**src/rtl/tree_path_tracker.sv**
```systemverilog
// Identifier-path stack with dependency-table lookup over a valid/ready result channel.
// Define TREE_PATH_PARALLEL_EN to compare all table entries in a single search cycle.
module tree_path_tracker #(
    parameter int NUM_MSG_HIERARCHY = 2,
    parameter int NUM_MSGS          = 2,
    parameter int IDENTIFIER_SIZE   = 5,
    parameter int NODE_DATA_W       = 1,
    localparam int IW = (NUM_MSGS > 1) ? $clog2(NUM_MSGS) : 1,
    localparam int DW = $clog2(NUM_MSG_HIERARCHY + 1)
) (
    input  logic                                              clk,
    input  logic                                              rst,
    input  logic                                              evt_valid,
    output logic                                              evt_ready,
    input  logic                                              evt_push,
    input  logic [IDENTIFIER_SIZE-1:0]                        evt_id,
    input  logic [NUM_MSGS*NUM_MSG_HIERARCHY*IDENTIFIER_SIZE-1:0] dep_table,
    input  logic [NUM_MSGS*NODE_DATA_W-1:0]                   node_table,
    output logic                                              res_valid,
    input  logic                                              res_ready,
    output logic                                              res_hit,
    output logic [IW-1:0]                                     res_index,
    output logic [NODE_DATA_W-1:0]                            res_node,
    output logic [DW-1:0]                                     depth,
    output logic [2:0]                                        err
);
    localparam int PW = NUM_MSG_HIERARCHY * IDENTIFIER_SIZE;

    typedef enum logic [1:0] {IDLE, SEARCH, RESP} state_t;

    state_t                     state;
    logic [IDENTIFIER_SIZE-1:0] stack [NUM_MSG_HIERARCHY];
    logic [PW-1:0]              path;
    logic [NUM_MSGS-1:0]        match;
    logic                       found;
    logic [IW-1:0]              found_idx;
    logic [NODE_DATA_W-1:0]     found_node;
    logic                       last;

    assign evt_ready = (state == IDLE);
    assign res_valid = (state == RESP);

    // Levels at or above depth are kept zero, so the stack is the path.
    always_comb begin
        path = '0;
        for (int l = 0; l < NUM_MSG_HIERARCHY; l++)
            path[l*IDENTIFIER_SIZE +: IDENTIFIER_SIZE] = stack[l];
    end

    always_comb begin
        match = '0;
        for (int e = 0; e < NUM_MSGS; e++)
            match[e] = (dep_table[e*PW +: PW] == path);
    end

`ifdef TREE_PATH_PARALLEL_EN
    always_comb begin
        found     = 1'b0;
        found_idx = '0;
        for (int e = NUM_MSGS - 1; e >= 0; e--) begin
            if (match[e]) begin
                found     = 1'b1;
                found_idx = IW'(e);
            end
        end
    end

    assign last = 1'b1;
`else
    logic [IW-1:0] idx;

    assign found     = match[idx];
    assign found_idx = idx;
    assign last      = (idx == IW'(NUM_MSGS - 1));

    always_ff @(posedge clk or posedge rst) begin
        if (rst)
            idx <= '0;
        else if (state != SEARCH)
            idx <= '0;
        else if (!found && !last)
            idx <= idx + 1'b1;
    end
`endif

    always_comb begin
        found_node = '0;
        for (int e = 0; e < NUM_MSGS; e++)
            if (IW'(e) == found_idx)
                found_node = node_table[e*NODE_DATA_W +: NODE_DATA_W];
    end

    always_ff @(posedge clk or posedge rst) begin
        if (rst) begin
            state     <= IDLE;
            res_hit   <= 1'b0;
            res_index <= '0;
            res_node  <= '0;
            depth     <= '0;
            err       <= '0;
            for (int l = 0; l < NUM_MSG_HIERARCHY; l++)
                stack[l] <= '0;
        end else begin
            err <= '0;
            unique case (state)
                IDLE: begin
                    if (evt_valid) begin
                        if (evt_push) begin
                            if (depth == DW'(NUM_MSG_HIERARCHY)) begin
                                err[0] <= 1'b1;
                            end else if (evt_id == '0) begin
                                err[2] <= 1'b1;
                            end else begin
                                for (int l = 0; l < NUM_MSG_HIERARCHY; l++)
                                    if (DW'(l) == depth)
                                        stack[l] <= evt_id;
                                depth <= depth + 1'b1;
                                state <= SEARCH;
                            end
                        end else if (depth == '0) begin
                            err[1] <= 1'b1;
                        end else begin
                            for (int l = 0; l < NUM_MSG_HIERARCHY; l++)
                                if (DW'(l) == depth - 1'b1)
                                    stack[l] <= '0;
                            depth <= depth - 1'b1;
                            state <= SEARCH;
                        end
                    end
                end
                SEARCH: begin
                    if (found) begin
                        res_hit   <= 1'b1;
                        res_index <= found_idx;
                        res_node  <= found_node;
                        state     <= RESP;
                    end else if (last) begin
                        res_hit   <= 1'b0;
                        res_index <= '0;
                        res_node  <= '0;
                        state     <= RESP;
                    end
                end
                RESP: begin
                    if (res_ready)
                        state <= IDLE;
                end
                default: state <= IDLE;
            endcase
        end
    end
endmodule
```
**config.mk**
```make
export PLATFORM = sky130hd
export DESIGN_NAME = tree_path_tracker
export DESIGN_NICKNAME = d
export VERILOG_FILES = /design/src/rtl/tree_path_tracker.sv
export SDC_FILE = /design/constraint.sdc
export NUM_CORES = 1
export LEC_CHECK = 0
export CAP_MARGIN = 20
export CELL_PAD_IN_SITES_DETAIL_PLACEMENT = 0
export CELL_PAD_IN_SITES_GLOBAL_PLACEMENT = 1
export CORE_UTILIZATION = 37
export CTS_CLUSTER_DIAMETER = 120
export DETAILED_ROUTE_END_ITERATION = 12
export GPL_TIMING_DRIVEN = 0
export PLACE_DENSITY = 0.9
export SYNTH_ARGS = -nofsm -noshare
export SYNTH_HDL_FRONTEND = slang
export SYNTH_SLANG_ARGS = --single-unit
```
**constraint.sdc**
```tcl
create_clock -name clk -period 3.1 [get_ports clk]
set_input_delay 0.31 -clock clk [delete_from_list [all_inputs] [get_ports clk]]
set_output_delay 0.31 -clock clk [all_outputs]
set_load 0.01 [all_outputs]
```
==> impl_metrics.json <==
{
  "grt_start_max_net_pins": 22,
  "leakagePower_nw": 0.750,
  "path_cells": "inv_1 > ha_1 > nand2b_1 > nand4b_4 > nor2_1 > mux2_2",
  "tightestPinTransition_ns": 0.772,
  "grtUsageTotal_pct": 16.1,
  "drt_iter0_drc": 32,
  "cts_sinks": 21,
  "finalSetupTns_ns": 0,
  "path_max_fanout": 5,
  "cts.clk_slew.worst_paths_ns": 0.11,
  "fp.dieH_um": 60.7,
  "fin_crit_ns": 2.01,
  "grt_pass1_vias": 937,
  "antenna_found_initial": 0,
  "post-route-period-util_pct": 64.8,
  "fillers": 295,
  "post_cts_buffers": 0,
  "vdd_drop_max_v": 0.000435,
  "slew_violations": 0,
  "grt_pass1_wl_mm": 4.19,
  "slew_headroom_pct": 48.5,
  "syn-mean-instance-area_um2": 11.3,
  "die_w_um": 60.7,
  "drt_pass1_iterations": 2,
  "routabilityCongestion": 0.771,
  "wl_per_cell_um": 13.1,
  "required_ns": 3.30,
  "cts_buffers": 3,
  "final_cell_mix": "clkdlybuf4s50_1, dfrtp_1, mux2i_1",
  "synth_seq_cells": 21,
  "area_growth_pct": 38.6,
  "ys_seq_area_share_pct": 41.3,
  "synth_cells": 113,
  "n_antenna_cell": 0,
  "hold_viol": 0,
  "ys_warn_count": 0,
  "setup_viol": 0,
  "fmax_ghz": 0.498,
  "cpPeakStageDelay_ns": 0.44,
  "holdWs_ns": 0.433,
  "syn-cell-area_um2": 1270,
  "dieArea_um2": 3680,
  "wirelength_mm": 2.64,
  "drc": 0,
  "slowest_stage": "dfrtp_1",
  "num_vias": 964,
  "cts_root_buf": "clkbuf_4",
  "syn_nets": 150,
  "drv_cap": 0,
  "io_buffer_count": 41,
  "clk_path_buf_depth": 2,
  "vias_per_cell": 4.77,
  "multiInputGateArea_um2": 699,
  "start_kind": "register",
  "crit_path_end_kind": "register",
  "ctsHtreeMaxLevel": 1,
  "grt_overflow": 0,
  "postCtsHoldBufs": 0,
  "rows": 20,
  "hp-class": "input port to asynchronous set/reset pin",
  "io_pins": 42,
  "cts_tree": "yes",
  "start_util_pct": 40.4,
  "core_um2": 3150,
  "cp.arrival_ns": 2.21,
  "seq_area_um2": 526,
  "crit_type": "register to register",
  "dp_hpwl_mm": 2.14,
  "ys_types": 32,
  "rsz0062_at_grt": "false",
  "status": "finished, final reports clean",
  "p_per_area_nw_per_um2": 755,
  "clock_latency_ns": 0.31,
  "antenna_left": 0,
  "drive_above_1_share_pct": 12.0,
  "cts_resized": 0,
  "final_common_cell": "clkdlybuf4s50_1",
  "fin_skew_ns": 0.00333,
  "fin_nets": 196
}
-- worst max-delay path: cells and delay by family, from the launching register on --
| family | cells | cell delay, ns |
|---|---|---|
| AND/OR/NAND/NOR | 3 | 0.73 |
| flip-flops | 1 | 0.44 |
| buffers and inverters | 1 | 0.11 |
| adder cells (fa/ha/maj) | 1 | 0.24 |
| multiplexers | 1 | 0.39 |
-- flip-flops by register name, indices dropped and copies added (netlist names) --
| signal | flops |
|---|---|
| res_hit | 1 |
| res_index | 1 |
| path | 10 |
| depth | 2 |
| state | 2 |
| res_node | 1 |
| found_idx | 1 |
| err | 3 |
-- cell usage after synthesis, drive strengths merged --
library cell	number	share of area (%)
ha	5	4.9
a21oi	1	0.39
xnor2	11	7.6
inv	6	1.8
nand2	7	2.1
and3	1	0.49
xor2	1	0.69
mux2i	12	9.4
nand2b	3	1.5
nand4	1	0.49
and2	5	2.5
a221o	1	0.79
o211ai	1	0.59
buf	2	1.8
nor2b	2	0.98
mux2	10	8.8
nand3	1	0.39
o311ai	1	0.69
o21ai	2	0.79
nand4b	1	1.9
nor3b	1	0.98
nor4	3	3.8
o31ai	1	0.59
a311oi	1	0.69
clkbuf	1	0.29
nor2	8	2.4
nor3	1	0.39
nand3b	1	0.59
dfrtp	21	41
o21a	1	0.59
-- routing by layer --
metal / share of wire [%] / vias to the layer above / GRT usage (%)
li1: - / 479 / -
met1: 47 / 454 / 20.7
met2: 46 / 26 / 25.7
met3: 4.3 / 5 / 2.77
met4: 2.0 / 0 / 8.77
met5: 0 / - / 0
-- logic make-up (layout without fill, tap and decap cells) --
logic type               Yosys count  after routing  share of synthesized area (%)
flip-flops                        21             21                           41.3
AO/OA/AOI/OAI                      9              9                           5.11
buffers and inverters              9             54                           3.83
multiplexers                      22             22                           18.3
adder cells (fa/ha/maj)            5              5                           4.91
XOR/XNOR                          12             12                           8.25
AND/OR/NAND/NOR                   35             35                           18.4
-- stage by stage --
stage | setup WS, ns | area (um^2) | total power, W | util (%) | instances
after global routing | 0.896 | 1770 | 0.00145 | 56.0 | 202
final | 1.09 | 1770 | 0.00133 | 56.0 | 202
after CTS | 1.08 | 1770 | 0.00135 | 56.0 | 202
after floorplan | 1.30 | 1270 | 0.000988 | - | 113
after detailed placement | 0.766 | 1740 | 0.00122 | 55.2 | 198
after global placement | 0.786 | 1740 | 0.00119 | 55.2 | 198
-- power by group --
| part | internal, W | switching (W) | leakage [nW] |
|---|---|---|---|
| Sequential | 0.000380 | 0.0000874 | 0.267 |
| Combinational | 0.000395 | 0.000337 | 0.468 |
| Clock | 0.0000503 | 0.0000821 | 0.0150 |
| Total | 0.000826 | 0.000507 | 0.750 |
-- area by class of cell --
type                            count  share of cell area, %
Timing Repair Buffer               41                   23.2
Tap cell                           44                   3.12
Buffer                              3                   1.49
Sequential cell                    21                   29.8
Clock buffer                        4                   1.49
Inverter                            6                   1.28
Multi-Input combinational cell     83                   39.6
-- path summary, 6_finish.rpt --
check / start / endpoint / slack, ns / cells past startpoint
min in group clk: res_hit / res_hit / 0.52 / 2
worst max-delay path: depth[0] / path[9] / 1.09 / 6
max in group asynchronous: rst / depth[1] / 2.19 / 2
worst min-delay path: rst / res_index / 0.43 / 2
worst min register to register: res_hit / res_hit / 0.52 / 2
worst max register to register: depth[0] / path[9] / 1.09 / 6
Note: power is estimated with default switching activity, not from simulation.
